--- config.mk ---
export PLATFORM = sky130hd
export DESIGN_NAME = tnn_seq_classifier
export DESIGN_NICKNAME = d
export VERILOG_FILES = /design/src/rtl/tnn_pkg.sv /design/src/rtl/tnn_argmax.sv /design/src/rtl/tnn_seq_classifier.sv
export SDC_FILE = /design/constraint.sdc
export NUM_CORES = 1
export LEC_CHECK = 0
export CORE_MARGIN = 2
export CORE_UTILIZATION = 25
export DETAILED_ROUTE_END_ITERATION = 7
export GPL_ROUTABILITY_DRIVEN = 1
export PLACE_DENSITY = 0.62
export SYNTH_ARGS = -nofsm -noshare
export SYNTH_HDL_FRONTEND = slang
export SYNTH_SLANG_ARGS = --single-unit
--- constraint.sdc ---
create_clock -name clk -period 1.8 [get_ports clk]
set_input_delay 0.18 -clock clk [delete_from_list [all_inputs] [get_ports clk]]
set_output_delay 0.18 -clock clk [all_outputs]
set_load 0.005 [all_outputs]
--- src/rtl/tnn_pkg.sv ---
// Shared definitions for the ternary neural-network sequential classifier:
// ternary weight codes, weight decode and controller state encoding.
package tnn_pkg;

    localparam logic [1:0] TERN_POS = 2'b01;
    localparam logic [1:0] TERN_NEG = 2'b11;

    typedef enum logic [1:0] {
        IDLE,
        RUN,
        ARGMAX,
        DONE
    } tnn_state_e;

    // 2'b00 and 2'b10 both decode to zero.
    function automatic logic signed [1:0] tern_decode(input logic [1:0] code);
        case (code)
            TERN_POS: return 2'sb01;
            TERN_NEG: return 2'sb11;
            default:  return 2'sb00;
        endcase
    endfunction

endpackage

--- src/rtl/tnn_argmax.sv ---
// Combinational argmax over CLASS_CNT packed signed scores; the lowest index
// wins on ties.
module tnn_argmax #(
    parameter int CLASS_CNT = 6,
    parameter int SW        = 7,
    parameter int IW        = $clog2(CLASS_CNT)
) (
    input  logic [CLASS_CNT*SW-1:0] scores_i,
    output logic [IW-1:0]           idx_o
);

    logic signed [SW-1:0] best;
    logic signed [SW-1:0] cur;

    always_comb begin
        best  = $signed(scores_i[SW-1:0]);
        cur   = '0;
        idx_o = '0;
        for (int unsigned c = 1; c < CLASS_CNT; c++) begin
            cur = $signed(scores_i[c*SW +: SW]);
            // Strict compare keeps the earlier index on equal scores.
            if (cur > best) begin
                best  = cur;
                idx_o = IW'(c);
            end
        end
    end

endmodule

--- src/rtl/tnn_seq_classifier.sv ---
// Sequential ternary two-layer classifier: one hidden neuron per cycle, then
// argmax. Define TNN_SCORE_OUT_EN to expose the final class scores as a port.
module tnn_seq_classifier #(
    parameter int                                FEAT_CNT   = 11,
    parameter int                                HIDDEN_CNT = 40,
    parameter int                                FEAT_BITS  = 4,
    parameter int                                CLASS_CNT  = 6,
    parameter logic [HIDDEN_CNT*FEAT_CNT*2-1:0]  W1         = '0,
    parameter logic [CLASS_CNT*HIDDEN_CNT*2-1:0] W2         = '0
) (
    input  logic                          clk,
    input  logic                          rst,
    input  logic                          in_valid,
    output logic                          in_ready,
    input  logic [FEAT_CNT*FEAT_BITS-1:0] features,
    output logic                          out_valid,
    input  logic                          out_ready,
    output logic [$clog2(CLASS_CNT)-1:0]  prediction
`ifdef TNN_SCORE_OUT_EN
    ,
    output logic [CLASS_CNT*($clog2(HIDDEN_CNT+1)+1)-1:0] scores
`endif
);

    import tnn_pkg::*;

    localparam int SUMW = FEAT_BITS + $clog2(FEAT_CNT) + 2;
    localparam int SW   = $clog2(HIDDEN_CNT + 1) + 1;
    localparam int CW   = $clog2(HIDDEN_CNT + 1);
    localparam int IW   = $clog2(CLASS_CNT);
    localparam logic [CW-1:0] H_END = CW'(HIDDEN_CNT);

    tnn_state_e                    state_q;
    logic [FEAT_CNT*FEAT_BITS-1:0] feat_q;
    logic [CW-1:0]                 cnt_q;
    logic [CW-1:0]                 hidx_q;
    logic                          h_q;
    logic                          hv_q;
    logic                          in_ready_q;
    logic                          out_valid_q;
    logic [IW-1:0]                 pred_q;
    logic signed [SW-1:0]          score_q [CLASS_CNT];

    logic signed [SW-1:0]          score_d [CLASS_CNT];
    logic signed [SUMW-1:0]        sum_d;
    logic                          h_d;
    logic [CLASS_CNT*SW-1:0]       score_flat;
    logic [IW-1:0]                 best_idx;

    // Hidden layer: signed ternary dot product for the neuron under the counter.
    always_comb begin
        int unsigned          nidx;
        logic signed [1:0]    w;
        logic signed [SUMW-1:0] fx;
        sum_d = '0;
        w     = '0;
        fx    = '0;
        nidx  = (cnt_q < H_END) ? int'(cnt_q) : 0;
        for (int unsigned i = 0; i < FEAT_CNT; i++) begin
            w  = tern_decode(W1[(nidx*FEAT_CNT + i)*2 +: 2]);
            fx = $signed({{(SUMW-FEAT_BITS){1'b0}}, feat_q[i*FEAT_BITS +: FEAT_BITS]});
            case (w)
                2'sb01:  sum_d = sum_d + fx;
                2'sb11:  sum_d = sum_d - fx;
                default: sum_d = sum_d;
            endcase
        end
        h_d = ~sum_d[SUMW-1];
    end

    // Output layer: accumulate the registered activation of neuron hidx_q.
    always_comb begin
        logic signed [1:0] w2;
        logic signed [1:0] term;
        w2   = '0;
        term = '0;
        for (int unsigned c = 0; c < CLASS_CNT; c++) begin
            w2         = tern_decode(W2[(c*HIDDEN_CNT + int'(hidx_q))*2 +: 2]);
            term       = h_q ? w2 : -w2;
            score_d[c] = score_q[c] + $signed({{(SW-2){term[1]}}, term});
            score_flat[c*SW +: SW] = score_q[c];
        end
    end

    tnn_argmax #(
        .CLASS_CNT(CLASS_CNT),
        .SW       (SW),
        .IW       (IW)
    ) u_argmax (
        .scores_i(score_flat),
        .idx_o   (best_idx)
    );

    // The activation is registered before accumulation, so RUN spends one
    // extra drain cycle (cnt_q == HIDDEN_CNT) folding in the last neuron.
    always_ff @(posedge clk or posedge rst) begin
        if (rst) begin
            state_q     <= IDLE;
            feat_q      <= '0;
            cnt_q       <= '0;
            hidx_q      <= '0;
            h_q         <= 1'b0;
            hv_q        <= 1'b0;
            in_ready_q  <= 1'b1;
            out_valid_q <= 1'b0;
            pred_q      <= '0;
            for (int unsigned c = 0; c < CLASS_CNT; c++) begin
                score_q[c] <= '0;
            end
        end else begin
            case (state_q)
                IDLE: begin
                    if (in_valid) begin
                        feat_q     <= features;
                        cnt_q      <= '0;
                        hv_q       <= 1'b0;
                        in_ready_q <= 1'b0;
                        state_q    <= RUN;
                        for (int unsigned c = 0; c < CLASS_CNT; c++) begin
                            score_q[c] <= '0;
                        end
                    end
                end
                RUN: begin
                    if (cnt_q != H_END) begin
                        h_q    <= h_d;
                        hidx_q <= cnt_q;
                        hv_q   <= 1'b1;
                        cnt_q  <= cnt_q + CW'(1);
                    end else begin
                        hv_q    <= 1'b0;
                        state_q <= ARGMAX;
                    end
                    if (hv_q) begin
                        for (int unsigned c = 0; c < CLASS_CNT; c++) begin
                            score_q[c] <= score_d[c];
                        end
                    end
                end
                ARGMAX: begin
                    pred_q      <= best_idx;
                    out_valid_q <= 1'b1;
                    state_q     <= DONE;
                end
                DONE: begin
                    if (out_ready) begin
                        out_valid_q <= 1'b0;
                        in_ready_q  <= 1'b1;
                        state_q     <= IDLE;
                    end
                end
                default: begin
                    state_q     <= IDLE;
                    in_ready_q  <= 1'b1;
                    out_valid_q <= 1'b0;
                end
            endcase
        end
    end

    assign in_ready   = in_ready_q;
    assign out_valid  = out_valid_q;
    assign prediction = pred_q;

`ifdef TNN_SCORE_OUT_EN
    assign scores = score_flat;
`endif

endmodule
==> flow_summary.ini, run 1 <==
[outcome]
status = finished, final reports clean

[yosys]
yosys_register_bits = 18
synthAdderAreaFrac_pct = 8.29
synthCells = 104
netlist_area_sq_um = 1060
syn-num-nets = 159
synthSimpleGateAreaFrac_pct = 22.5
yosysUniqueCellTypes = 34
synth_mux_area_share_pct = 6.40
synth-xor-area-share_pct = 0
yosysSeqAreaShare_pct = 42.8
syn_avg_cell_area_sq_um = 10.2
synth_top_family_by_area = simple AND/OR/NAND/NOR gates
ys_warn_count = 0
synth_compound_area_share_pct = 14.8

[pwr]
pwr-share-comb_pct = 43.5
switching_share_pct = 36.7
p_int_mw = 1.02
ir_drop_mv = 0.335
p_leak_nw = 0.566
switchingPower_mw = 0.590
power_density_nw_per_um2 = 1300
pwr-share-seq_pct = 35.5
clock_power_share_pct = 21.0

[placed_design]
portBuffers = 7
place.gp.congestion = 0.773
place_area_sq_um = 1180
dp_hpwl_um = 1470

[cells_and_area]
diodes = 0
fillers = 424
drive_gt1_share_pct = 16.8
final_area_sq_um = 1240
area_growth_pct = 17.1
nets = 169

[flow_run]
drv_cap = 0

[grt]
grt_max_degree = 19
antenna_found_initial = 0
grt_overflow = 0
grt_pass1_vias = 731
groute.layer.met1.usage_pct = 12.3
grt_usage_pct = 9.78
met3_usage_pct = 2.92
grtUsageMet2_pct = 16.5
top_usage_layer = met2
grt_pass1_wl_um = 3460

[setup_path]
end_kind = flop
critical_path_required_ps = 1940
r2r-start = state_q[1]
startpoint = state_q[1]
cp_data_arrival_time_ps = 1790
path_class = reg -> reg
crit_fanout = 7
start_kind = flop

[timing]
fin_setup_tns_ps = 0
rsz0062_at_grt = no
fin_crit_ps = 1650
post-route-period-util_pct = 91.8
max_freq_mhz = 605
fin_skew_ps = 6.17
hold_violations = 0
slew_violations = 0
setup_viol = 0

[cts]
postCtsSetupRepairBufs = 0
cts.sinks = 18
clock_latency_ps = 260
cts_resized = 0
ctsRootBufferMaster = clkbuf_8
path_clk_slew_ps = 70
cts_tree = done
h-tree-depth = 1
cts_buffers = 3
cts_hold_buffers = 0
max-clock-path-buffers = 2

[route]
vias = 757
via_per_inst = 4.64
drt_first_pass_iters = 4
avgRoutedWirePerCell_um = 12.4
drc = 0
drt_iter0_drc = 24
antenna_left = 0
wl_um = 2020

[floorplanning]
core_sq_um = 4030
start_util_pct = 26.2
num_io_pins = 53
die_w_um = 69.0
row_count = 23
die_y_um = 69.0
die_area_sq_um = 4760

[worst_hold_path]
min_path_type = in -> async
## logic make-up (layout without fill, tap and decap cells)
kind of cell	Yosys count	count (layout)
AOI/OAI and AO/OA	21	21
DFF	18	18
muxes	6	6
buffers and inverters	11	20
and+or+nand+nor	40	40
other	1	1
adders and majority gates	7	7
## state kept, by name, indices dropped and copies added (netlist names)
name        count
out_valid       1
in_ready        1
cnt_q           6
prediction      1
score_flat      7
state_q         2
## critical path, cell delays in order (launching register included)
cell      delay [ps]
dfrtp_1          420
inv_1            120
ha_1             310
nand2b_1         210
o211ai_4         150
mux2_4           320
## per-stage QoR
stage          power [mW]  util, %  hold slack [ps]  std cells  setup WS (ps)
6_report             1.61     30.7              236        163            147
5_1_grt              1.75     30.7              265        163           14.1
4_1_cts              1.62     30.6              248        163           83.6
3_5_place_dp         1.27     29.3              475        159           97.8
2_1_floorplan        1.09        -              118        104            323
3_3_place_gp         1.23     29.3              469        159            170
## layer usage
layer	up-vias	share of wire [%]
met2	12	50
met1	367	45
li1	373	-
met4	0	0.99
met3	5	3.5
met5	-	0
## placed cells by master, fill, tap and decap left out, types with 2 or more instances in the layout
| cell | count |
|---|---|
| dfrtp_1 | 17 |
| and2_1 | 8 |
| nand2b_1 | 4 |
| nand2_1 | 4 |
| o311ai_0 | 3 |
| clkbuf_8 | 4 |
| clkdlybuf4s50_1 | 7 |
| inv_1 | 7 |
| mux2i_1 | 3 |
| nand3_1 | 3 |
| o21ai_0 | 6 |
| ha_1 | 6 |
| nor2b_1 | 2 |
| buf_4 | 2 |
| nor2_1 | 9 |
| mux2_2 | 2 |
| or2_2 | 3 |
| a21oi_1 | 5 |
## Yosys cell counts (all sizes together)
| cell | instances | share of area, % |
|---|---|---|
| nand2b | 5 | 3.7 |
| ha | 7 | 8.3 |
| and2 | 8 | 4.7 |
| dfrtp | 17 | 40 |
| and3 | 2 | 1.3 |
| dfstp | 1 | 2.5 |
| o211ai | 1 | 2.0 |
| a21o | 1 | 0.71 |
| nand3b | 2 | 2.6 |
| nor2 | 9 | 3.2 |
| or2 | 3 | 1.8 |
| mux2i | 3 | 2.8 |
| nand2 | 4 | 1.4 |
| o311ai | 3 | 2.5 |
| a31oi | 1 | 0.59 |
| nor4 | 1 | 0.59 |
| o221ai | 1 | 0.83 |
| inv | 7 | 2.5 |
| buf | 4 | 2.4 |
| o31ai | 1 | 0.71 |
| a21oi | 5 | 2.4 |
| o21ai | 7 | 4.4 |
| o21a | 1 | 0.71 |
| conb | 1 | 0.36 |
| mux2 | 3 | 3.6 |
| nor2b | 2 | 1.2 |
| nand4 | 1 | 0.59 |
| nand3 | 3 | 1.4 |
## power by group through the flow
| stage | logic [mW] | clock network (mW) | registers [mW] |
|---|---|---|---|
| final | 0.699 | 0.338 | 0.570 |
| after global routing | 0.784 | 0.376 | 0.586 |
| after CTS | 0.698 | 0.353 | 0.571 |
| after detailed placement | 0.695 | 0 | 0.576 |
| after global placement | 0.662 | 0 | 0.572 |
| after floorplan | 0.534 | 0 | 0.559 |
## path summary, 6_finish.rpt
check	end	slack, ps	cells past startpoint
worst max-delay path	state_q[1]	150	5
worst min-delay path	score_flat[41]	240	3
worst max register to register	state_q[1]	150	5
worst min register to register	score_flat[40]	490	1
max in group asynchronous	in_ready	1310	3
min in group clk	score_flat[40]	490	1
## layout make-up
| cell class | instances | area, sq um | share of cell area (%) |
|---|---|---|---|
| inverter | 7 | 26.3 | 2.13 |
| sequential | 18 | 452 | 36.5 |
| timing repair buffer | 9 | 85.1 | 6.88 |
| clock buffer | 4 | 55.1 | 4.45 |
| tap | 50 | 62.6 | 5.06 |
| multi-input combinational | 75 | 556 | 44.9 |
Power figures use the tool's default switching activity.
==> run 2, diff against run 1 <==
- CORE_UTILIZATION: 25 -> 39
- PLACE_DENSITY: 0.62 -> 0.86
==> run 2 against run 1 <==
Effect of this change:
- power decreased by 7.9%
- combinational power is 0.7% higher
- setup slack better by 29 ps
- clock skew about the same
- final cell count fell by 13%
- largest power group unchanged
- highest routed layer unchanged
==> flow_summary.ini, run 2 (synthesized netlist as in run 1, its figures left out) <==
[cts]
cts_buffers = 3
cts_hold_buffers = 0
max-clock-path-buffers = 2
h-tree-depth = 1
cts.sinks = 18
cts_tree = done
ctsRootBufferMaster = clkbuf_4
clock_latency_ps = 290
path_clk_slew_ps = 100

[floorplanning]
die_w_um = 56.0
core_sq_um = 2520
num_io_pins = 53
row_count = 18
die_area_sq_um = 3140
die_y_um = 56.0
start_util_pct = 41.9

[cells_and_area]
multi_input_area_sq_um = 556
area_growth_pct = 11.3
diodes = 0
final_common_cell = dfrtp_1
instances_no_fill = 142
seqCellArea_sq_um = 452
fin_util_pct = 46.6
final_cell_mix = dfrtp_1 (17), nor2_1 (9), and2_1 (8)
fillers = 229
nets = 168
drive_gt1_share_pct = 15.2
largest_reg_flops = 7

[pwr]
power_density_nw_per_um2 = 1260
p_total_mw = 1.48
pwr-share-seq_pct = 38.7
switching_share_pct = 38.5
pwr-share-comb_pct = 47.5
p_int_mw = 0.910
p_leak_nw = 0.548
switchingPower_mw = 0.570
clock_power_share_pct = 13.8
ir_drop_mv = 1.03

[timing]
post-route-period-util_pct = 90.2
relSlewSlack_pct = 54.7
worst_slew_pin_slew_ps = 678
fin_setup_tns_ps = 0
setup_viol = 0
fin_skew_ps = 6.37
slew_violations = 0
holdWs_ps = 281
max_freq_mhz = 616
rsz0062_at_grt = no
hold_violations = 0
fin_crit_ps = 1620

[route]
via_per_inst = 5.45
wl_um = 1880
vias = 774
avgRoutedWirePerCell_um = 13.3
drt_first_pass_iters = 4
drc = 0
antenna_left = 0
drt_iter0_drc = 10

[outcome]
status = finished, final reports clean

[worst_hold_path]
min_path_type = in -> async

[setup_path]
r2r_cells = 5
crit_fanout = 7
rr_endpoint = state_q[1]
r2r-start = state_q[0]
rrSetupSlack_ps = 180
start_kind = flop
end_kind = flop
critical_path_required_ps = 1980
path_class = reg -> reg
cp_data_arrival_time_ps = 1800

[grt]
grt_pass1_wl_um = 3560
grt_usage_pct = 14.0
grt_max_degree = 19
antenna_found_initial = 0
grt_overflow = 0
grt_pass1_vias = 783

[flow_run]
drv_cap = 0

[placed_design]
portBuffers = 7
place.gp.congestion = 0.881
dp.cells = 138
dp_hpwl_um = 1460
[run 2: area by class of cell]
class | count | area share [%]
tap | 30 | 3.19
inverter | 7 | 2.24
sequential | 18 | 38.4
clock buffer | 4 | 2.24
timing repair buffer | 8 | 6.60
multi-input combinational | 75 | 47.3
[run 2: timing repair]
item,CTS,global route
setup buffers,0,0
gates resized for setup,0,1
endpoints found under the setup margin,0,4
[run 2: worst max path at each step]
stage	slack, ps	from	cells after the start	endpoint
floorplan	320	state_q[0]	7	cnt_q[3]
global placement	180	state_q[1]	5	state_q[1]
detailed placement	100	state_q[1]	6	cnt_q[2]
CTS	90	state_q[1]	6	cnt_q[2]
global route	30	state_q[1]	6	cnt_q[5]
finish	180	state_q[0]	5	state_q[1]
[run 2: routing by layer]
| metal | global-route usage, % | wire length (um) | part of all wire (%) | up-vias |
|---|---|---|---|---|
| met5 | 0 | 0 | 0 | - |
| met4 | 4.76 | 27 | 1.4 | 0 |
| met3 | 1.86 | 48 | 2.5 | 5 |
| met2 | 23.9 | 964 | 51 | 14 |
| met1 | 18.3 | 843 | 45 | 381 |
| li1 | - | - | - | 374 |
[run 2: through the flow]
stage,cell area [sq um],worst slack (ps)
final,1170,176
after global routing,1170,28.5
after CTS,1170,85.1
after detailed placement,1150,104
after global placement,1150,183
after floorplan,1060,323
[run 2: worst max-delay path, stage by stage, from the launching register on]
cell and delay (ps):
dfrtp_1 420, inv_1 140, ha_1 300, nand2b_1 190, o211ai_4 150, mux2_4 320
[run 2: power by group through the flow]
stage / logic (mW) / registers, mW / clock network [mW]
3_5_place_dp: 0.699 / 0.578 / 0
4_1_cts: 0.703 / 0.572 / 0.208
6_report: 0.704 / 0.573 / 0.204
5_1_grt: 0.789 / 0.588 / 0.223
3_3_place_gp: 0.651 / 0.572 / 0
2_1_floorplan: 0.534 / 0.559 / 0
==> edit, RTL diff (flow settings as in run 2) <==
Build with the macro `TNN_SCORE_OUT_EN` defined.
--- a/src/rtl/tnn_seq_classifier.sv
+++ b/src/rtl/tnn_seq_classifier.sv
@@ -2,2 +2,4 @@
 // argmax. Define TNN_SCORE_OUT_EN to expose the final class scores as a port.
+`define TNN_SCORE_OUT_EN
+
 module tnn_seq_classifier #(
New outputs: scores. Function: not settled (the Yosys comparison gave no result); the edit may change what the design does.
==> edit against run 2 <==
  * Sequential cell count unchanged
  * Design area increased by 20%
  * Power increased by 2.3%
  * Combinational power decreased by 2%
  * Wire length increased by 3.7%
  * Setup slack got worse by 0.0060 ns
  * Via count increased by 11%
  * Area after synthesis increased by 25%
  * Cell count increased by 41%
==> edit: results (changes against run 2) <==
[route]
wl_per_cell_um = 9.77  ; -26%
routed_via_density = 4.29  ; -21%
ant_nets = 0  ; unchanged
vias = 858  ; +11%
drt_pass1_iterations = 4  ; unchanged
drt_iter0_markers = 10  ; unchanged

[layout]
drive_above_1_share_pct = 11.7  ; -3.5 points
fin_nets = 210  ; +25%
largest_register_ff_count = 7  ; unchanged
n_antenna_cell = 0  ; unchanged
fillers = 317  ; +38%

[worst_setup_path]
max_stage_delay_ns = 0.44  ; +0.02 ns
critPathMaxFanout = 6  ; -1
crit_arrival_ns = 1.83  ; +0.03 ns
cp_slowest_cell = dfrtp_1
crit_family = flip-flops

[synthesis]
synth.distinct_cells = 34  ; unchanged
ys_async_sr_fraction_pct = 100  ; unchanged
synth_common_cells = buf_4, dfrtp_1, nor2_1
avgSynthCellArea_um2 = 9.49  ; -6.6%
yosys_warnings = 0  ; unchanged
yosys-top-cells-area = dfrtp_1, buf_4, ha_1
yosysSeqAreaShare_pct = 34.3  ; -8.5 points
synthMostInstantiatedCell = buf_4

[placement]
dp_cells = 196  ; +42%
post_dp_cell_area_um2 = 1370  ; +19%
dp_slack_ns = 0.139  ; +0.0347 ns
dp_hpwl_mm = 1.53  ; +4.9%
io_buffers = 14  ; +7
place_congestion = 0.820  ; -6.9%

[clock_network]
postCtsSetupRepairBufs = 0  ; unchanged
cts_inserted_buffers = 3  ; unchanged
insertion_delay_ns = 0.31  ; +0.02 ns
cts_max_level = 1  ; unchanged
clockBufferDepth = 2  ; unchanged
clk_pin_slew_ns = 0.11
clockRootBuffer = clkbuf_4

[hold_path]
hold_path.class = primary input to asynchronous set/reset pin

[global_routing]
grt_pass1_vias = 778  ; -0.64%
grt_pass1_wl_mm = 3.42  ; -3.9%
antenna_found_initial = 0  ; unchanged
grt_max_degree = 19  ; unchanged
grtUsageTotal_pct = 10.9  ; -3.1 points

[timing]
fin_skew_ns = 0.00872  ; +0.00236 ns

[run_status]
status = finished clean

[power_and_ir_drop]
ir_drop_mv = 0.594  ; -43%
p_leak_nw = 0.691  ; +26%

==> edit: cell count changes after synthesis, sizes merged <==
cell	before	now
buf	4	39
==> edit: path summary, 6_finish.rpt <==
path / from / end / slack (ns) / cells after the start
min in group clk: scores[41]$_DFFE_PP0N_ / scores[41]$_DFFE_PP0N_ / 0.53 / 1
worst max-delay path: cnt_q[0]$_DFFE_PP0P_ / cnt_q[0]$_DFFE_PP0P_ / 0.17 / 6
worst min-delay path: rst / cnt_q[3]$_DFFE_PP0P_ / 0.17 / 3
max in group asynchronous: rst / in_ready$_DFFE_PP1P_ / 1.36 / 3
worst min register to register: scores[41]$_DFFE_PP0N_ / scores[41]$_DFFE_PP0N_ / 0.53 / 1
worst max register to register: cnt_q[0]$_DFFE_PP0P_ / cnt_q[0]$_DFFE_PP0P_ / 0.17 / 6
==> edit: area by class of cell <==
| type | count | area (µm²) | share of cell area [%] |
|---|---|---|---|
| Timing Repair Buffer | 15 | 148 | 10.5 |
| Multi-Input combinational cell | 110 | 687 | 48.8 |
| Sequential cell | 18 | 452 | 32.1 |
| Tap cell | 46 | 57.6 | 4.09 |
| Inverter | 7 | 26.3 | 1.87 |
| Clock buffer | 4 | 36.3 | 2.58 |
==> edit: power breakdown <==
part           switching, W  internal (W)
registers         0.0000748      0.000491
clock network      0.000136      0.000124
logic              0.000360      0.000328
total              0.000572      0.000943
==> edit: repair_timing <==
item | CTS | global route
endpoints found under the hold margin | 0 | 0
endpoints found under the setup margin | 0 | 2
gates resized for setup | 0 | 1
==> edit: cells by family after synthesis <==
kind of cell / Yosys count / share of synthesized area [%]
adders and majority gates: 7 / 6.64
AOI/OAI and AO/OA: 21 / 11.9
and+or+nand+nor: 40 / 18.0
muxes: 6 / 5.12
buffers and inverters: 46 / 23.8
other: 1 / 0.284
DFF: 18 / 34.3
==> edit: metrics by stage <==
| stage | hold WS [ns] | total power, W |
|---|---|---|
| finish | 0.172 | 0.00151 |
| global route | 0.205 | 0.00165 |
| CTS | 0.173 | 0.00153 |
| detailed placement | 0.502 | 0.00126 |
| global placement | 0.500 | 0.00125 |
| floorplan | 0.118 | 0.00116 |
==> edit: worst register-to-register path: cells and delay by family (launching register included) <==
kind,cells,cell delay (ns)
AND/OR/NAND/NOR,2,0.33
multiplexers,1,0.36
AO/OA/AOI/OAI,1,0.10
buffers and inverters,1,0.10
adder cells (fa/ha/maj),1,0.19
flip-flops,1,0.44
==> edit: layer usage <==
layer | wire length, µm | GRT usage [%] | part of all wire (%)
met1 | 861 | 14.0 | 44
met2 | 935 | 17.0 | 48
met3 | 100 | 1.99 | 5.1
met4 | 55 | 6.67 | 2.8
met5 | 0 | 0 | 0
